`src/rtl/sound_pkg.sv`:
```
// Shared constants, state type and note/length tables for the game sound sequencer.
// SEQ_GAP_EN adds a silent GAP state between notes.
package sound_pkg;

  localparam int unsigned SND_SEQ_W = 2;
  localparam int unsigned SND_IDX_W = 3;
  localparam int unsigned SND_LEN_W = 4;
  localparam int unsigned SND_CNT_W = 32;

  localparam int unsigned SEQ_APPLE = 0;
  localparam int unsigned SEQ_OVER  = 1;
  localparam int unsigned SEQ_WIN   = 2;
  localparam int unsigned SEQ_TICK  = 3;

`ifdef SEQ_GAP_EN
  typedef enum logic [1:0] {
    IDLE = 2'd0,
    PLAY = 2'd1,
    GAP  = 2'd2
  } state_t;
`else
  typedef enum logic [1:0] {
    IDLE = 2'd0,
    PLAY = 2'd1
  } state_t;
`endif

  // Number of note slots per sequence.
  function automatic logic [SND_LEN_W-1:0] seq_len(input logic [SND_SEQ_W-1:0] seq);
    logic [SND_LEN_W-1:0] r;
    r = SND_LEN_W'(1);
    case (seq)
      SND_SEQ_W'(SEQ_APPLE): r = SND_LEN_W'(3);
      SND_SEQ_W'(SEQ_OVER):  r = SND_LEN_W'(8);
      SND_SEQ_W'(SEQ_WIN):   r = SND_LEN_W'(5);
      SND_SEQ_W'(SEQ_TICK):  r = SND_LEN_W'(1);
      default:               r = SND_LEN_W'(1);
    endcase
    return r;
  endfunction

  // Divider terminal count per (sequence, slot); 0 is a rest.
  function automatic logic [SND_CNT_W-1:0] note_count(input logic [SND_SEQ_W-1:0] seq,
                                                      input logic [SND_IDX_W-1:0] idx);
    logic [SND_CNT_W-1:0] r;
    r = '0;
    case (seq)
      SND_SEQ_W'(SEQ_APPLE): begin
        case (idx)
          SND_IDX_W'(0): r = SND_CNT_W'(20);
          SND_IDX_W'(1): r = SND_CNT_W'(10);
          SND_IDX_W'(2): r = SND_CNT_W'(1500000);
          default:       r = '0;
        endcase
      end
      SND_SEQ_W'(SEQ_OVER): begin
        case (idx)
          SND_IDX_W'(0): r = SND_CNT_W'(20);
          SND_IDX_W'(1): r = SND_CNT_W'(10);
          SND_IDX_W'(2): r = SND_CNT_W'(30);
          SND_IDX_W'(3): r = SND_CNT_W'(40);
          default:       r = SND_CNT_W'(50);
        endcase
      end
      SND_SEQ_W'(SEQ_WIN): begin
        case (idx)
          SND_IDX_W'(0): r = SND_CNT_W'(10);
          SND_IDX_W'(1): r = '0;
          SND_IDX_W'(2): r = SND_CNT_W'(10);
          SND_IDX_W'(3): r = '0;
          SND_IDX_W'(4): r = SND_CNT_W'(5);
          default:       r = '0;
        endcase
      end
      SND_SEQ_W'(SEQ_TICK): begin
        r = (idx == '0) ? SND_CNT_W'(40) : '0;
      end
      default: r = '0;
    endcase
    return r;
  endfunction

endpackage

```
`src/rtl/sound_sequencer_if.sv`:
```
// Request/ack handshake plus note outputs between the game requesters and the sequencer.
interface sound_sequencer_if #(
  parameter int unsigned NUM_SEQ = 4,
  parameter int unsigned IDX_W   = 3,
  parameter int unsigned CNT_W   = 32
);
  logic [NUM_SEQ-1:0] req;
  logic [NUM_SEQ-1:0] ack;
  logic [CNT_W-1:0]   freq_count;
  logic               play;
  logic               busy;
  logic [1:0]         active_seq;
  logic [IDX_W-1:0]   note_idx;
  logic               done;

  modport master (
    output req,
    input  ack, freq_count, play, busy, active_seq, note_idx, done
  );

  modport slave (
    input  req,
    output ack, freq_count, play, busy, active_seq, note_idx, done
  );
endinterface

```
`src/rtl/sound_note_rom.sv`:
```
// Combinational lookup of a sequence's note count and its length from the package tables.
module sound_note_rom
  import sound_pkg::*;
(
  input  logic [SND_SEQ_W-1:0] seq,
  input  logic [SND_IDX_W-1:0] idx,
  output logic [SND_CNT_W-1:0] count_c,
  output logic [SND_LEN_W-1:0] len_c
);

  always_comb begin
    count_c = note_count(seq, idx);
    len_c   = seq_len(seq);
  end

endmodule

```
`src/rtl/sound_sequencer.sv`:
```
// Priority-arbitrated multi-channel note sequencer clocked by the note-duration tick.
// Define SEQ_GAP_EN to insert a silent one-slot GAP after every note except the last.
module sound_sequencer
  import sound_pkg::*;
#(
  parameter int unsigned NUM_SEQ = 4,
  parameter int unsigned IDX_W   = 3,
  parameter int unsigned CNT_W   = 32
) (
  input  logic durationClk,
  input  logic rst,
  sound_sequencer_if.slave bus
);

  state_t               state_q, state_d;
  logic [NUM_SEQ-1:0]   ack_q, ack_d;
  logic [CNT_W-1:0]     freq_q, freq_d;
  logic                 play_q, play_d;
  logic                 busy_q, busy_d;
  logic [SND_SEQ_W-1:0] seq_q, seq_d;
  logic [IDX_W-1:0]     idx_q, idx_d;
  logic [SND_LEN_W-1:0] len_q, len_d;
  logic                 done_q, done_d;

  logic [NUM_SEQ-1:0]   elig_c;
  logic                 hi_valid_c;
  logic [SND_SEQ_W-1:0] hi_idx_c;
  logic                 start_c;
  logic                 last_c;
  logic [SND_SEQ_W-1:0] ld_seq_c;
  logic [IDX_W-1:0]     ld_idx_c;
  logic [SND_CNT_W-1:0] rom_count_c;
  logic [SND_LEN_W-1:0] rom_len_c;

  // Highest pending request wins; a channel acked last cycle is masked so ack never repeats back-to-back.
  always_comb begin : pick
    elig_c     = bus.req & ~ack_q;
    hi_valid_c = 1'b0;
    hi_idx_c   = '0;
    for (int i = 0; i < int'(NUM_SEQ); i++) begin
      if (elig_c[i]) begin
        hi_valid_c = 1'b1;
        hi_idx_c   = SND_SEQ_W'(i);
      end
    end
    start_c  = hi_valid_c && ((state_q == IDLE) || (hi_idx_c >= seq_q));
    ld_seq_c = start_c ? hi_idx_c : seq_q;
    ld_idx_c = start_c ? '0 : idx_q + IDX_W'(1);
  end

  sound_note_rom u_rom (
    .seq     (ld_seq_c),
    .idx     (SND_IDX_W'(ld_idx_c)),
    .count_c (rom_count_c),
    .len_c   (rom_len_c)
  );

  always_comb begin : next
    state_d = state_q;
    ack_d   = '0;
    freq_d  = freq_q;
    play_d  = play_q;
    busy_d  = busy_q;
    seq_d   = seq_q;
    idx_d   = idx_q;
    len_d   = len_q;
    done_d  = 1'b0;
    last_c  = (SND_LEN_W'(idx_q) == (len_q - SND_LEN_W'(1)));

    if (start_c) begin
      // New start, preemption and retrigger all restart at note 0.
      state_d = PLAY;
      ack_d   = NUM_SEQ'(1) << hi_idx_c;
      seq_d   = hi_idx_c;
      idx_d   = '0;
      len_d   = rom_len_c;
      freq_d  = CNT_W'(rom_count_c);
      play_d  = (rom_count_c != '0);
      busy_d  = 1'b1;
    end else begin
      case (state_q)
        PLAY: begin
          if (last_c) begin
            state_d = IDLE;
            freq_d  = '0;
            play_d  = 1'b0;
            busy_d  = 1'b0;
            done_d  = 1'b1;
          end else begin
`ifdef SEQ_GAP_EN
            state_d = GAP;
            play_d  = 1'b0;
`else
            idx_d   = ld_idx_c;
            freq_d  = CNT_W'(rom_count_c);
            play_d  = (rom_count_c != '0);
`endif
          end
        end
`ifdef SEQ_GAP_EN
        GAP: begin
          state_d = PLAY;
          idx_d   = ld_idx_c;
          freq_d  = CNT_W'(rom_count_c);
          play_d  = (rom_count_c != '0);
        end
`endif
        default: begin
          state_d = state_q;
        end
      endcase
    end
  end

  always_ff @(posedge durationClk) begin : regs
    if (!rst) begin
      state_q <= IDLE;
      ack_q   <= '0;
      freq_q  <= '0;
      play_q  <= 1'b0;
      busy_q  <= 1'b0;
      seq_q   <= '0;
      idx_q   <= '0;
      len_q   <= '0;
      done_q  <= 1'b0;
    end else begin
      state_q <= state_d;
      ack_q   <= ack_d;
      freq_q  <= freq_d;
      play_q  <= play_d;
      busy_q  <= busy_d;
      seq_q   <= seq_d;
      idx_q   <= idx_d;
      len_q   <= len_d;
      done_q  <= done_d;
    end
  end

  assign bus.ack        = ack_q;
  assign bus.freq_count = freq_q;
  assign bus.play       = play_q;
  assign bus.busy       = busy_q;
  assign bus.active_seq = seq_q;
  assign bus.note_idx   = idx_q;
  assign bus.done       = done_q;

endmodule

```
`src/flat_wrapper.sv`:
```
// flat-port wrapper written by rule: the top's interface ports become plain ports
module sound_sequencer_flat import sound_pkg::*;
#(
  parameter int unsigned NUM_SEQ = 4,
  parameter int unsigned IDX_W   = 3,
  parameter int unsigned CNT_W   = 32
)
  (durationClk, rst, bus_req, bus_ack, bus_freq_count, bus_play, bus_busy, bus_active_seq, bus_note_idx, bus_done);
  sound_sequencer_if #(.NUM_SEQ(NUM_SEQ), .IDX_W(IDX_W), .CNT_W(CNT_W)) bus_i ();
  input  logic durationClk;
  input  logic rst;
  input wire logic [$bits(bus_i.req)-1:0] bus_req;
  output wire logic [$bits(bus_i.ack)-1:0] bus_ack;
  output wire logic [$bits(bus_i.freq_count)-1:0] bus_freq_count;
  output wire logic [$bits(bus_i.play)-1:0] bus_play;
  output wire logic [$bits(bus_i.busy)-1:0] bus_busy;
  output wire logic [$bits(bus_i.active_seq)-1:0] bus_active_seq;
  output wire logic [$bits(bus_i.note_idx)-1:0] bus_note_idx;
  output wire logic [$bits(bus_i.done)-1:0] bus_done;
  assign bus_i.req = bus_req;
  assign bus_ack = bus_i.ack;
  assign bus_freq_count = bus_i.freq_count;
  assign bus_play = bus_i.play;
  assign bus_busy = bus_i.busy;
  assign bus_active_seq = bus_i.active_seq;
  assign bus_note_idx = bus_i.note_idx;
  assign bus_done = bus_i.done;
  sound_sequencer #(.NUM_SEQ(NUM_SEQ), .IDX_W(IDX_W), .CNT_W(CNT_W)) u_core (.durationClk(durationClk), .rst(rst), .bus(bus_i));
endmodule
```
`config.mk`:
```
export PLATFORM = sky130hd
export DESIGN_NAME = sound_sequencer_flat
export DESIGN_NICKNAME = d
export VERILOG_FILES = /design/src/rtl/sound_pkg.sv /design/src/rtl/sound_sequencer_if.sv /design/src/rtl/sound_note_rom.sv /design/src/rtl/sound_sequencer.sv /design/src/flat_wrapper.sv
export SDC_FILE = /design/constraint.sdc
export NUM_CORES = 1
export LEC_CHECK = 0
export CAP_MARGIN = 10
export CORE_MARGIN = 8
export CORE_UTILIZATION = 49
export DETAILED_ROUTE_END_ITERATION = 7
export PLACE_DENSITY = 0.9
export SYNTH_ARGS = -nofsm -noshare
export SYNTH_HDL_FRONTEND = slang
export SYNTH_SLANG_ARGS = --single-unit
export TNS_END_PERCENT = 1
```
`constraint.sdc`:
```
create_clock -name durationClk -period 7.42 [get_ports durationClk]
set_input_delay 1.484 -clock durationClk [delete_from_list [all_inputs] [get_ports durationClk]]
set_output_delay 1.484 -clock durationClk [all_outputs]
set_load 0.005 [all_outputs]
```
==> flow_summary.yaml <==
synth:
  synth_edf_count: 0
  synth-adder-area-share_pct: 2.58
  ys_seq_area_share_pct: 31.6
  synthesis.area_sq_mm: 0.00146
  synthSimpleGateAreaFrac_pct: 22.0
  ys_warn_count: 0
  ys_ff_latch: 23
  synth_compound_gate_area_share_pct: 22.9
  synth_top_family_by_area: "compound AO/OA/AOI/OAI gates"
  synthMuxAreaShare_pct: 0.687
  ys_types: 46
  avgSynthCellArea_sq_um: 8.23
  synth_cells: 177
  yosysTopAreaCell: "dfxtp_1"
  yosys-top-cells-area: "dfxtp_1, buf_4, nor2_1"
  async_flop_share_pct: 0
  dominantRegCellSynth: "dfxtp_1"
  synth_top_area_share_pct: 31.6
  synth-xor-area-share_pct: 4.21
global_route:
  grt_max_degree: 15
  grt-busiest-layer: "met2"
  grt_use_met1_pct: 14.5
  grt_pass1_wl_microns: 5640
  use_met3_pct: 5.23
  grt_usage_pct: 13.3
  grt_pass1_vias: 1243
  grt_overflow: 0
  antenna_found_initial: 0
  grtUsageMet2_pct: 22.4
clocking:
  ctsLongestPathBuffers: 2
  cts_buffers: 3
  cts_setup_buffers: 0
  cts_tree: "done"
  cts_resized: 0
  worstSkewPairLatency_ns: 0.31
  htreeDepth: 1
  clock_sinks: 23
  hold_buffers: 0
  ctsRootBufferMaster: "clkbuf_4"
  path_clk_slew_ns: 0.12
cells_and_area:
  nets: 208
  diodes: 0
  final_common_cell: "clkdlybuf4s50_1"
  drive_gt1_share_pct: 4.04
  final_cell_mix: "clkdlybuf4s50_1, dfxtp_1, nor2_1, conb_1"
  area_growth_pct: 16.1
power_and_ir_drop:
  p_per_area_mw_per_mm2: 198
  vdd_ir_drop_max_v: 0.000177
  power_w: 0.000335
  p_leak_nw: 0.686
setup_path:
  critPathSlowestCell: "clkdlybuf4s50_1"
  critPathTopFamily: "simple AND/OR/NAND/NOR gates"
  crit_path_end_kind: "flop"
  cp.depth: 11
  critPathArrivalTime_ns: 4.08
  worst-path-max-fanout: 9
  crit_top_cell: "nand2_1"
  cp-endpoint: "u_core.bus.play$_SDFFE_PN0P_"
  cp_slowest_stage_delay_ns: 0.40
  worstReg2RegStart: "u_core.bus.ack[3]$_SDFF_PN0_"
  startpoint_type: "input port"
  path_buf_inv: 1
  crit_required_ns: 7.62
  critPathLaunch: "bus_req[3]"
  reg2reg_depth: 10
  path_class: "in -> reg"
  path_cells: "clkdlybuf4s50_1 -> nand2b_1 -> nand2_1 -> ha_1 -> nor3b_2 -> a41oi_1 -> nand2_1 -> a41o_4 -> a311oi_2 -> a211oi_1 -> o2bb2ai_1"
  reg2reg_to: "u_core.bus.play$_SDFFE_PN0P_"
  reg2reg_slack_ns: 4.72
drt:
  drc_errors: 0
  routed_wirelength_microns: 3330
  routed_wire_length_per_instance_microns: 14.5
  via_per_inst: 5.60
  drtIter0Drc: 109
  drt_pass1_iterations: 4
  via_count: 1283
  postRouteAntennaNets: 0
sta:
  max_freq_mhz: 258
  setup_viol: 0
  relSlewSlack_pct: 61.7
  tightestPinTransition_ns: 0.567
  hold_violations: 0
  rsz0062_at_grt: "no"
  fin_crit_ns: 3.88
  fin_setup_tns_ns: 0
  min_period_over_period_pct: 52.3
  fin_worst_skew_ns: 0.00873
  hold_slack_ns: 0.503
  slew_viol_final: 0
status:
  outcome: "finished, final reports clean"
hold_path:
  holdPathStages: 1
  hold_class: "reg -> reg"
floorplan:
  core.rowCount: 19
  boundaryPins: 50
  start_util_pct: 52.4
  die_h_microns: 70.5
  die_x_microns: 70.5
  fp.coreArea_sq_mm: 0.00278
  die_area_sq_mm: 0.00497
job:
  cap_violations: 0
placement:
  place_congestion: 0.827
  io_buffers: 32
  dp_hpwl_microns: 2580
cell usage after synthesis, drive strengths merged (3+ instances only):
cell type	n
buf	26
o22ai	3
ha	3
nor3	9
nand2	10
nor2b	3
nand2b	7
and2	3
o21ai	5
a2bb2oi	3
nand3	3
clkbuf	5
a21oi	10
a21o	5
nor2	20
xnor2	3
dfxtp	23
xor2	4
inv	5
routing by layer:
metal  vias up  share of wire [%]
li1        625                  -
met1       602                 43
met2        52                 48
met3         4                8.5
met4         0               0.81
met5         -                  0
cells by family (layout without fill, tap and decap cells):
family	after synthesis	after routing
AOI/OAI and AO/OA	44	44
xor gates and xnor gates	7	7
adders and majority gates	3	3
buffers and inverters	36	41
DFF	23	23
muxes	1	1
other	1	17
and+or+nand+nor	62	62
sequential cells by signal, summed over array words and instances, names as in the netlist:
signal,cells
u_core.bus.ack,4
u_core.bus.active_seq,2
u_core.bus.freq_count,7
u_core.bus.play,1
u_core.len_q,4
u_core.bus.note_idx,3
u_core.bus.done,1
u_core.state_q,1
final cells by class:
type | instances | area [sq um]
inverter | 5 | 18.8
tap | 31 | 38.8
sequential | 23 | 460
multi-input combinational | 134 | 826
clock buffer | 4 | 26.3
timing repair buffer | 32 | 320
fill | 257 | 1090
worst min path at each step:
stage                                 startpoint                            to
floorplan           u_core.len_q[3]$_SDFFE_PN0P_  u_core.len_q[3]$_SDFFE_PN0P_
global placement    u_core.len_q[3]$_SDFFE_PN0P_  u_core.len_q[3]$_SDFFE_PN0P_
detailed placement  u_core.len_q[3]$_SDFFE_PN0P_  u_core.len_q[3]$_SDFFE_PN0P_
CTS                 u_core.len_q[3]$_SDFFE_PN0P_  u_core.len_q[3]$_SDFFE_PN0P_
global route        u_core.len_q[3]$_SDFFE_PN0P_  u_core.len_q[3]$_SDFFE_PN0P_
finish              u_core.len_q[3]$_SDFFE_PN0P_  u_core.len_q[3]$_SDFFE_PN0P_
report_power, final:
part,total [W],internal [W],switching (W)
clock network,0.0000574,0.0000210,0.0000364
registers,0.000152,0.000138,0.0000144
logic,0.000125,0.0000606,0.0000646
stage by stage:
stage	worst slack, ns	instances	area [sq um]	utilization (%)
floorplan	3.87	193	1520	-
global placement	3.35	225	1660	59.8
detailed placement	3.27	225	1660	59.8
CTS	3.59	229	1690	60.8
global route	3.30	229	1690	60.8
finish	3.54	229	1690	60.8
(Power assumes the default switching activity.)
